`src/rtl/dram_arbiter.sv`:
```
// dram_arbiter: shares one DRAM port between a UART writer, a downsampling processor and a
// TX retriever, returning read data through a tagged pipeline. Macro ARB_ROUND_ROBIN_EN selects round-robin.
module dram_arbiter #(
  parameter int ADDR_W = 16,
  parameter int DATA_W = 8,
  parameter int RD_LAT = 2
) (
  input  logic              clk,
  input  logic              rst_n,
  input  logic              wr_req,
  input  logic [ADDR_W-1:0] wr_addr,
  input  logic [DATA_W-1:0] wr_data,
  output logic              wr_gnt,
  input  logic              proc_req,
  input  logic              proc_we,
  input  logic [ADDR_W-1:0] proc_addr,
  input  logic [DATA_W-1:0] proc_wdata,
  output logic              proc_gnt,
  output logic              proc_rvalid,
  input  logic              rd_req,
  input  logic [ADDR_W-1:0] rd_addr,
  output logic              rd_gnt,
  output logic              rd_rvalid,
  output logic [DATA_W-1:0] rdata,
  output logic [ADDR_W-1:0] ram_addr,
  output logic [DATA_W-1:0] ram_wdata,
  output logic              ram_wren,
  input  logic [DATA_W-1:0] ram_q
);

  logic wr_g, proc_g, rd_g;
  logic wr_xfer, proc_xfer, rd_xfer;

`ifdef ARB_ROUND_ROBIN_EN
  // last_q encodes the most recently granted requester: 0 = wr, 1 = proc, 2 = rd
  logic [1:0] last_q, last_d;

  always_ff @(posedge clk) begin
    if (!rst_n) last_q <= 2'd2;
    else        last_q <= last_d;
  end

  always_comb begin
    last_d = last_q;
    if (wr_xfer)        last_d = 2'd0;
    else if (proc_xfer) last_d = 2'd1;
    else if (rd_xfer)   last_d = 2'd2;
  end

  always_comb begin
    wr_g   = 1'b0;
    proc_g = 1'b0;
    rd_g   = 1'b0;
    if (rst_n) begin
      case (last_q)
        2'd0: begin
          if (proc_req)     proc_g = 1'b1;
          else if (rd_req)  rd_g   = 1'b1;
          else if (wr_req)  wr_g   = 1'b1;
        end
        2'd1: begin
          if (rd_req)        rd_g   = 1'b1;
          else if (wr_req)   wr_g   = 1'b1;
          else if (proc_req) proc_g = 1'b1;
        end
        default: begin
          if (wr_req)        wr_g   = 1'b1;
          else if (proc_req) proc_g = 1'b1;
          else if (rd_req)   rd_g   = 1'b1;
        end
      endcase
    end
  end
`else
  always_comb begin
    wr_g   = rst_n & wr_req;
    proc_g = rst_n & proc_req & ~wr_req;
    rd_g   = rst_n & rd_req & ~wr_req & ~proc_req;
  end
`endif

  assign wr_gnt    = wr_g;
  assign proc_gnt  = proc_g;
  assign rd_gnt    = rd_g;
  assign wr_xfer   = wr_req & wr_g;
  assign proc_xfer = proc_req & proc_g;
  assign rd_xfer   = rd_req & rd_g;

  logic [ADDR_W-1:0] ram_addr_q, ram_addr_d;
  logic [DATA_W-1:0] ram_wdata_q, ram_wdata_d;
  logic              ram_wren_q, ram_wren_d;
  logic              iss_vld_q, iss_vld_d;
  logic              iss_rd_q, iss_rd_d;
  logic [RD_LAT-1:0] pipe_vld_q;
  logic [RD_LAT-1:0] pipe_rd_q;
  logic              proc_rvalid_q, proc_rvalid_d;
  logic              rd_rvalid_q, rd_rvalid_d;
  logic [DATA_W-1:0] rdata_q, rdata_d;

  // Request register: one DRAM command per transfer edge, read ownership tagged alongside
  always_comb begin
    ram_addr_d  = ram_addr_q;
    ram_wdata_d = ram_wdata_q;
    ram_wren_d  = 1'b0;
    iss_vld_d   = 1'b0;
    iss_rd_d    = 1'b0;
    if (wr_xfer) begin
      ram_addr_d  = wr_addr;
      ram_wdata_d = wr_data;
      ram_wren_d  = 1'b1;
    end else if (proc_xfer) begin
      ram_addr_d = proc_addr;
      if (proc_we) begin
        ram_wdata_d = proc_wdata;
        ram_wren_d  = 1'b1;
      end else begin
        iss_vld_d = 1'b1;
      end
    end else if (rd_xfer) begin
      ram_addr_d = rd_addr;
      iss_vld_d  = 1'b1;
      iss_rd_d   = 1'b1;
    end
  end

  // Return stage: the tag leaving the pipeline decides which requester sees ram_q
  always_comb begin
    proc_rvalid_d = pipe_vld_q[RD_LAT-1] & ~pipe_rd_q[RD_LAT-1];
    rd_rvalid_d   = pipe_vld_q[RD_LAT-1] &  pipe_rd_q[RD_LAT-1];
    rdata_d       = pipe_vld_q[RD_LAT-1] ? ram_q : rdata_q;
  end

  always_ff @(posedge clk) begin
    if (!rst_n) begin
      ram_addr_q    <= '0;
      ram_wdata_q   <= '0;
      ram_wren_q    <= 1'b0;
      iss_vld_q     <= 1'b0;
      iss_rd_q      <= 1'b0;
      pipe_vld_q    <= '0;
      pipe_rd_q     <= '0;
      proc_rvalid_q <= 1'b0;
      rd_rvalid_q   <= 1'b0;
      rdata_q       <= '0;
    end else begin
      ram_addr_q    <= ram_addr_d;
      ram_wdata_q   <= ram_wdata_d;
      ram_wren_q    <= ram_wren_d;
      iss_vld_q     <= iss_vld_d;
      iss_rd_q      <= iss_rd_d;
      pipe_vld_q[0] <= iss_vld_q;
      pipe_rd_q[0]  <= iss_rd_q;
      for (int i = 1; i < RD_LAT; i++) begin
        pipe_vld_q[i] <= pipe_vld_q[i-1];
        pipe_rd_q[i]  <= pipe_rd_q[i-1];
      end
      proc_rvalid_q <= proc_rvalid_d;
      rd_rvalid_q   <= rd_rvalid_d;
      rdata_q       <= rdata_d;
    end
  end

  assign ram_addr    = ram_addr_q;
  assign ram_wdata   = ram_wdata_q;
  assign ram_wren    = ram_wren_q;
  assign proc_rvalid = proc_rvalid_q;
  assign rd_rvalid   = rd_rvalid_q;
  assign rdata       = rdata_q;

endmodule
```
`config.mk`:
```
export PLATFORM = sky130hd
export DESIGN_NAME = dram_arbiter
export DESIGN_NICKNAME = d
export VERILOG_FILES = /design/src/rtl/dram_arbiter.sv
export SDC_FILE = /design/constraint.sdc
export NUM_CORES = 1
export LEC_CHECK = 0
export BUFFER_PORTS_ARGS = -buffer_cell sky130_fd_sc_hd__buf_2
export CORE_UTILIZATION = 40
export CTS_CLUSTER_DIAMETER = 60
export DETAILED_ROUTE_END_ITERATION = 10
export PLACE_DENSITY_LB_ADDON = 0.05
export SLEW_MARGIN = 20
export SYNTH_ARGS = -nofsm -noshare
export SYNTH_HDL_FRONTEND = slang
export SYNTH_SLANG_ARGS = --single-unit
```
`constraint.sdc`:
```
create_clock -name clk -period 1.8 [get_ports clk]
set_input_delay 0.27 -clock clk [delete_from_list [all_inputs] [get_ports clk]]
set_output_delay 0.27 -clock clk [all_outputs]
set_load 0.05 [all_outputs]
```
* Yosys cells after proc, flatten, opt, wreduce, memory -nomap -nowiden
Index checks and enable logic that the tools add are counted.
Storage, ports and cells: flip-flop bits (word level) 41, input bits 78, output and inout port bits 38
Cells by class: multiplexer cells 12, bitwise logic cells 15, reduce and logical (&&, ||, !) cells 6
Operators with widths (number):
- 2-to-1 mux 16 bit | 3
- 2-to-1 mux 8 bit | 3
- AND 1 bit | 11
- 2-to-1 mux 1 bit | 6
- NOT 1 bit | 4
- nonzero test 2 bit | 2
- nonzero test 3 bit | 1
- OR reduction 3 bit | 1
- AND reduction 2 bit | 1
- OR reduction 2 bit | 1

* Depth between registers and ports, before layout
word-level depth 7, gate-level depth with buffers 6, mapped depth without buffers 3

* Worst setup path after synthesis
No wires, ideal clock.
path kind input to output, start input port rst_n, end output port wr_gnt, data arrival time 1.045 ns, data required time 1.530 ns, path slack 0.485 ns, stages on the path 3, buffers on the path 2, cells stage by stage buf_4 clkbuf_1 and2_1
Between the ends: word-level cells in the longest chain between the ends 1
RTL lines:
- start, declared | line 9 | input logic rst_n,
- AND 1 bit | line 76 | wr_g = rst_n & wr_req;
- end, declared | line 13 | output logic wr_gnt,
Every way passes these cells.

* Final worst setup path
start input port wr_req, end output port wr_gnt
Between the ends: word-level cells in the longest chain between the ends 1
RTL lines:
- start, declared | line 10 | input logic wr_req,
- AND 1 bit | line 76
Every way passes these cells.

==> load_flow_metrics.sql <==
INSERT INTO impl_metrics (metric_group, metric, value, unit) VALUES
('global_route', 'grt_overflow_total', '0', ''),
('finish', 'area_growth_syn_to_layout', '31.54', '%'),
('yosys', 'syn-instance-count', '197', ''),
('floorplan', 'num_io_pins', '116', ''),
('sta', 'final_period_minus_worst_setup_slack', '1520', 'ps'),
('sta', 'finalSetupTns', '0', 'ps'),
('floorplan', 'floorplan.rows', '25', ''),
('finish', 'finish.instance_area', '0.002604', 'mm^2'),
('finish', 'antennaDiodeCount', '0', ''),
('clock_tree', 'maximum_level_of_the_cts_h_tree', '2', ''),
('drt', 'remaining_drc_errors', '0', ''),
('drt', 'dr.pass1.iters', '4', ''),
('clock_tree', 'cts_root_buffer', 'clkbuf_8', ''),
('global_route', 'globalRoute.busiestLayer', 'met2', ''),
('status', 'status', 'complete, no violations', ''),
('job', 'count_of_max_cap_constraint_violations', '0', ''),
('placement', 'dpl.hpwl', '3291', 'um'),
('clock_tree', 'cts-resized-gates', '0', ''),
('yosys', 'avgSynthCellArea', '10.05', 'um^2'),
('drt', 'route.antenna.remaining_nets', '0', ''),
('drt', 'first_iter_violations', '85', ''),
('clock_tree', 'post_cts.repair.setup_buffers', '0', ''),
('sta', 'worst_clock_skew', '6.261', 'ps'),
('critical_path', 'worstPathRequired', '1530', 'ps'),
('clock_tree', 'worst_setup_hold_path_clk_slew', '80', 'ps'),
('power', 'p_per_area', '799.8', 'mW/mm^2'),
('finish', 'multi_input_area', '984.7', 'um^2'),
('finish', 'fillCellCount', '474', ''),
('placement', 'place.gp.congestion', '0.7265', ''),
('sta', 'final-max-slew-violation-count', '0', ''),
('critical_path', 'r2r.worst_path.cells', '2', ''),
('critical_path', 'criticalPathCategory', 'in -> out', ''),
('drt', 'vias_per_cell', '4.738', ''),
('critical_path', 'cp.arrival', '1250', 'ps'),
('drt', 'wirelength', '4435', 'um'),
('sta', 'timing_hold_violations_final', '0', ''),
('hold_path', 'min-delay-start', 'ram_q[0]', ''),
('critical_path', 'start_kind', 'input port', ''),
('finish', 'finish.utilization', '54.76', '%'),
('placement', 'place_inst', '366', ''),
('placement', 'dpl_worst_slack', '281.6', 'ps'),
('placement', 'placed_cell_area', '0.002514', 'mm^2'),
('yosys', 'yosys_warning_total', '0', ''),
('finish', 'proportion_of_layout_cells_with_a_drive_suffix_above_1', '43.00', '%'),
('floorplan', 'initial_core_util', '41.63', '%'),
('floorplan', 'die-height', '72.35', 'um'),
('global_route', 'grt_use_met3', '4.444', '%'),
('hold_path', 'hold_depth', '3', ''),
('yosys', 'ys_top_cells_by_area', 'dfxtp_1, nor2b_1, mux2i_1', ''),
('finish', 'fin_cells', '374', ''),
('clock_tree', 'worst_skew_pair.late_latency', '290', 'ps'),
('critical_path', 'worst_r2r_startpoint', 'pipe_vld_q[1]', ''),
('yosys', 'synth.yosys.seq_area_share', '41.47', '%'),
('finish', 'finish.net_count', '384', ''),
('finish', 'layout.area.seq', '820.8', 'um^2'),
('hold_path', 'min-delay-path-class', 'in -> reg', ''),
('sta', 'setup_viol', '0', ''),
('sta', 'slew_headroom', '53.42', '%'),
('global_route', 'largest_net_degree_at_the_start_of_global_routing', '23', ''),
('floorplan', 'coreArea', '0.004755', 'mm^2'),
('global_route', 'global_route.usage.total', '17.48', '%'),
('floorplan', 'die_x', '72.35', 'um'),
('critical_path', 'end_kind', 'output pin', ''),
('critical_path', 'crit-reg2reg-capture', 'rdata[5]', ''),
('global_route', 'first_global_vias', '1675', ''),
('yosys', 'synth_cell_types', '23', ''),
('yosys', 'synthDominantCellAreaShare', '41.47', '%'),
('clock_tree', 'max-clock-path-buffers', '2', ''),
('global_route', 'first_pass_grt_wire_length', '7196', 'um'),
('clock_tree', 'numCtsBuffers', '5', ''),
('yosys', 'post_synthesis_net_count', '275', '');
==> placed cells by master, fill, tap and decap left out, drive strengths merged, types with 2 or more instances in the layout <==
cell / count
nand2: 25
nor2b: 39
o211a: 8
mux2i: 16
inv: 2
a21o: 2
o31ai: 17
and2: 6
buf: 121
a311oi: 16
clkbuf: 5
dfxtp: 41
==> metrics by stage <==
step / hold slack [ps] / power (mW)
2_1_floorplan: 383.6 / 1.365
3_3_place_gp: 402.3 / 1.501
3_5_place_dp: 410.3 / 1.504
4_1_cts: 228.6 / 2.110
5_1_grt: 228.0 / 2.182
6_report: 234.4 / 2.082
==> critical path, stage by stage <==
cell,delay (ps)
buf_2,260
buf_4,290
and2_1,160
buf_2,260
==> state kept, by name, summed over array words and instances (netlist names) <==
signal	cells
ram_wren	1
pipe_rd_q	2
rd_rvalid	1
rdata	8
pipe_vld_q	2
iss_vld_q	1
ram_wdata	8
ram_addr	16
iss_rd_q	1
proc_rvalid	1
==> kinds of logic after synthesis <==
family,synth area share (%)
AOI/OAI and AO/OA,19.03
muxes,8.091
buffers and inverters,8.786
and+or+nand+nor,22.63
DFF,41.47
==> where the power goes <==
| group | total [mW] | internal [mW] | switching [mW] |
|---|---|---|---|
| combinational | 0.496 | 0.178 | 0.319 |
| sequential | 0.983 | 0.958 | 0.0249 |
| clock | 0.603 | 0.275 | 0.328 |
| total | 2.08 | 1.41 | 0.671 |
==> metal layers <==
metal | share of wire (%) | routed length [um]
met4 | 0.65 | 29
met2 | 48 | 2126
met3 | 7.0 | 312
met5 | 0 | 0
met1 | 44 | 1966
==> synthesized netlist by cell type <==
| library cell | number |
|---|---|
| o31ai_4 | 1 |
| o31ai_1 | 16 |
| nor2_1 | 1 |
| nor4bb_1 | 1 |
| and3_1 | 1 |
| buf_2 | 5 |
| buf_12 | 2 |
| clkbuf_1 | 3 |
| mux2i_1 | 16 |
| o211a_1 | 8 |
| and2b_1 | 1 |
| nand2_1 | 25 |
| buf_4 | 2 |
| buf_6 | 7 |
| and4bb_2 | 1 |
| nor2b_1 | 39 |
| and3b_1 | 1 |
| nor4b_4 | 1 |
| and2_1 | 6 |
| inv_1 | 1 |
| a311oi_1 | 16 |
| dfxtp_1 | 41 |
| a21o_1 | 2 |
==> final cells by class <==
cell class,instances,area share (%)
Tap cell,67,3.220
Timing Repair Buffer,121,23.83
Clock inverter,3,0.8169
Multi-Input combinational cell,136,37.82
Sequential cell,41,31.52
Inverter,1,0.1442
Clock buffer,5,2.643
==> worst max-delay path by stage <==
| stage | start | end | slack (ps) | depth (start not counted) |
|---|---|---|---|---|
| floorplan | rst_n | wr_gnt | 480 | 3 |
| global placement | wr_req | wr_gnt | 300 | 4 |
| detailed placement | wr_req | ram_addr[14] | 280 | 3 |
| CTS | wr_req | wr_gnt | 280 | 4 |
| global route | wr_req | wr_gnt | 210 | 4 |
| finish | wr_req | wr_gnt | 280 | 4 |
(Power assumes the default switching activity.)
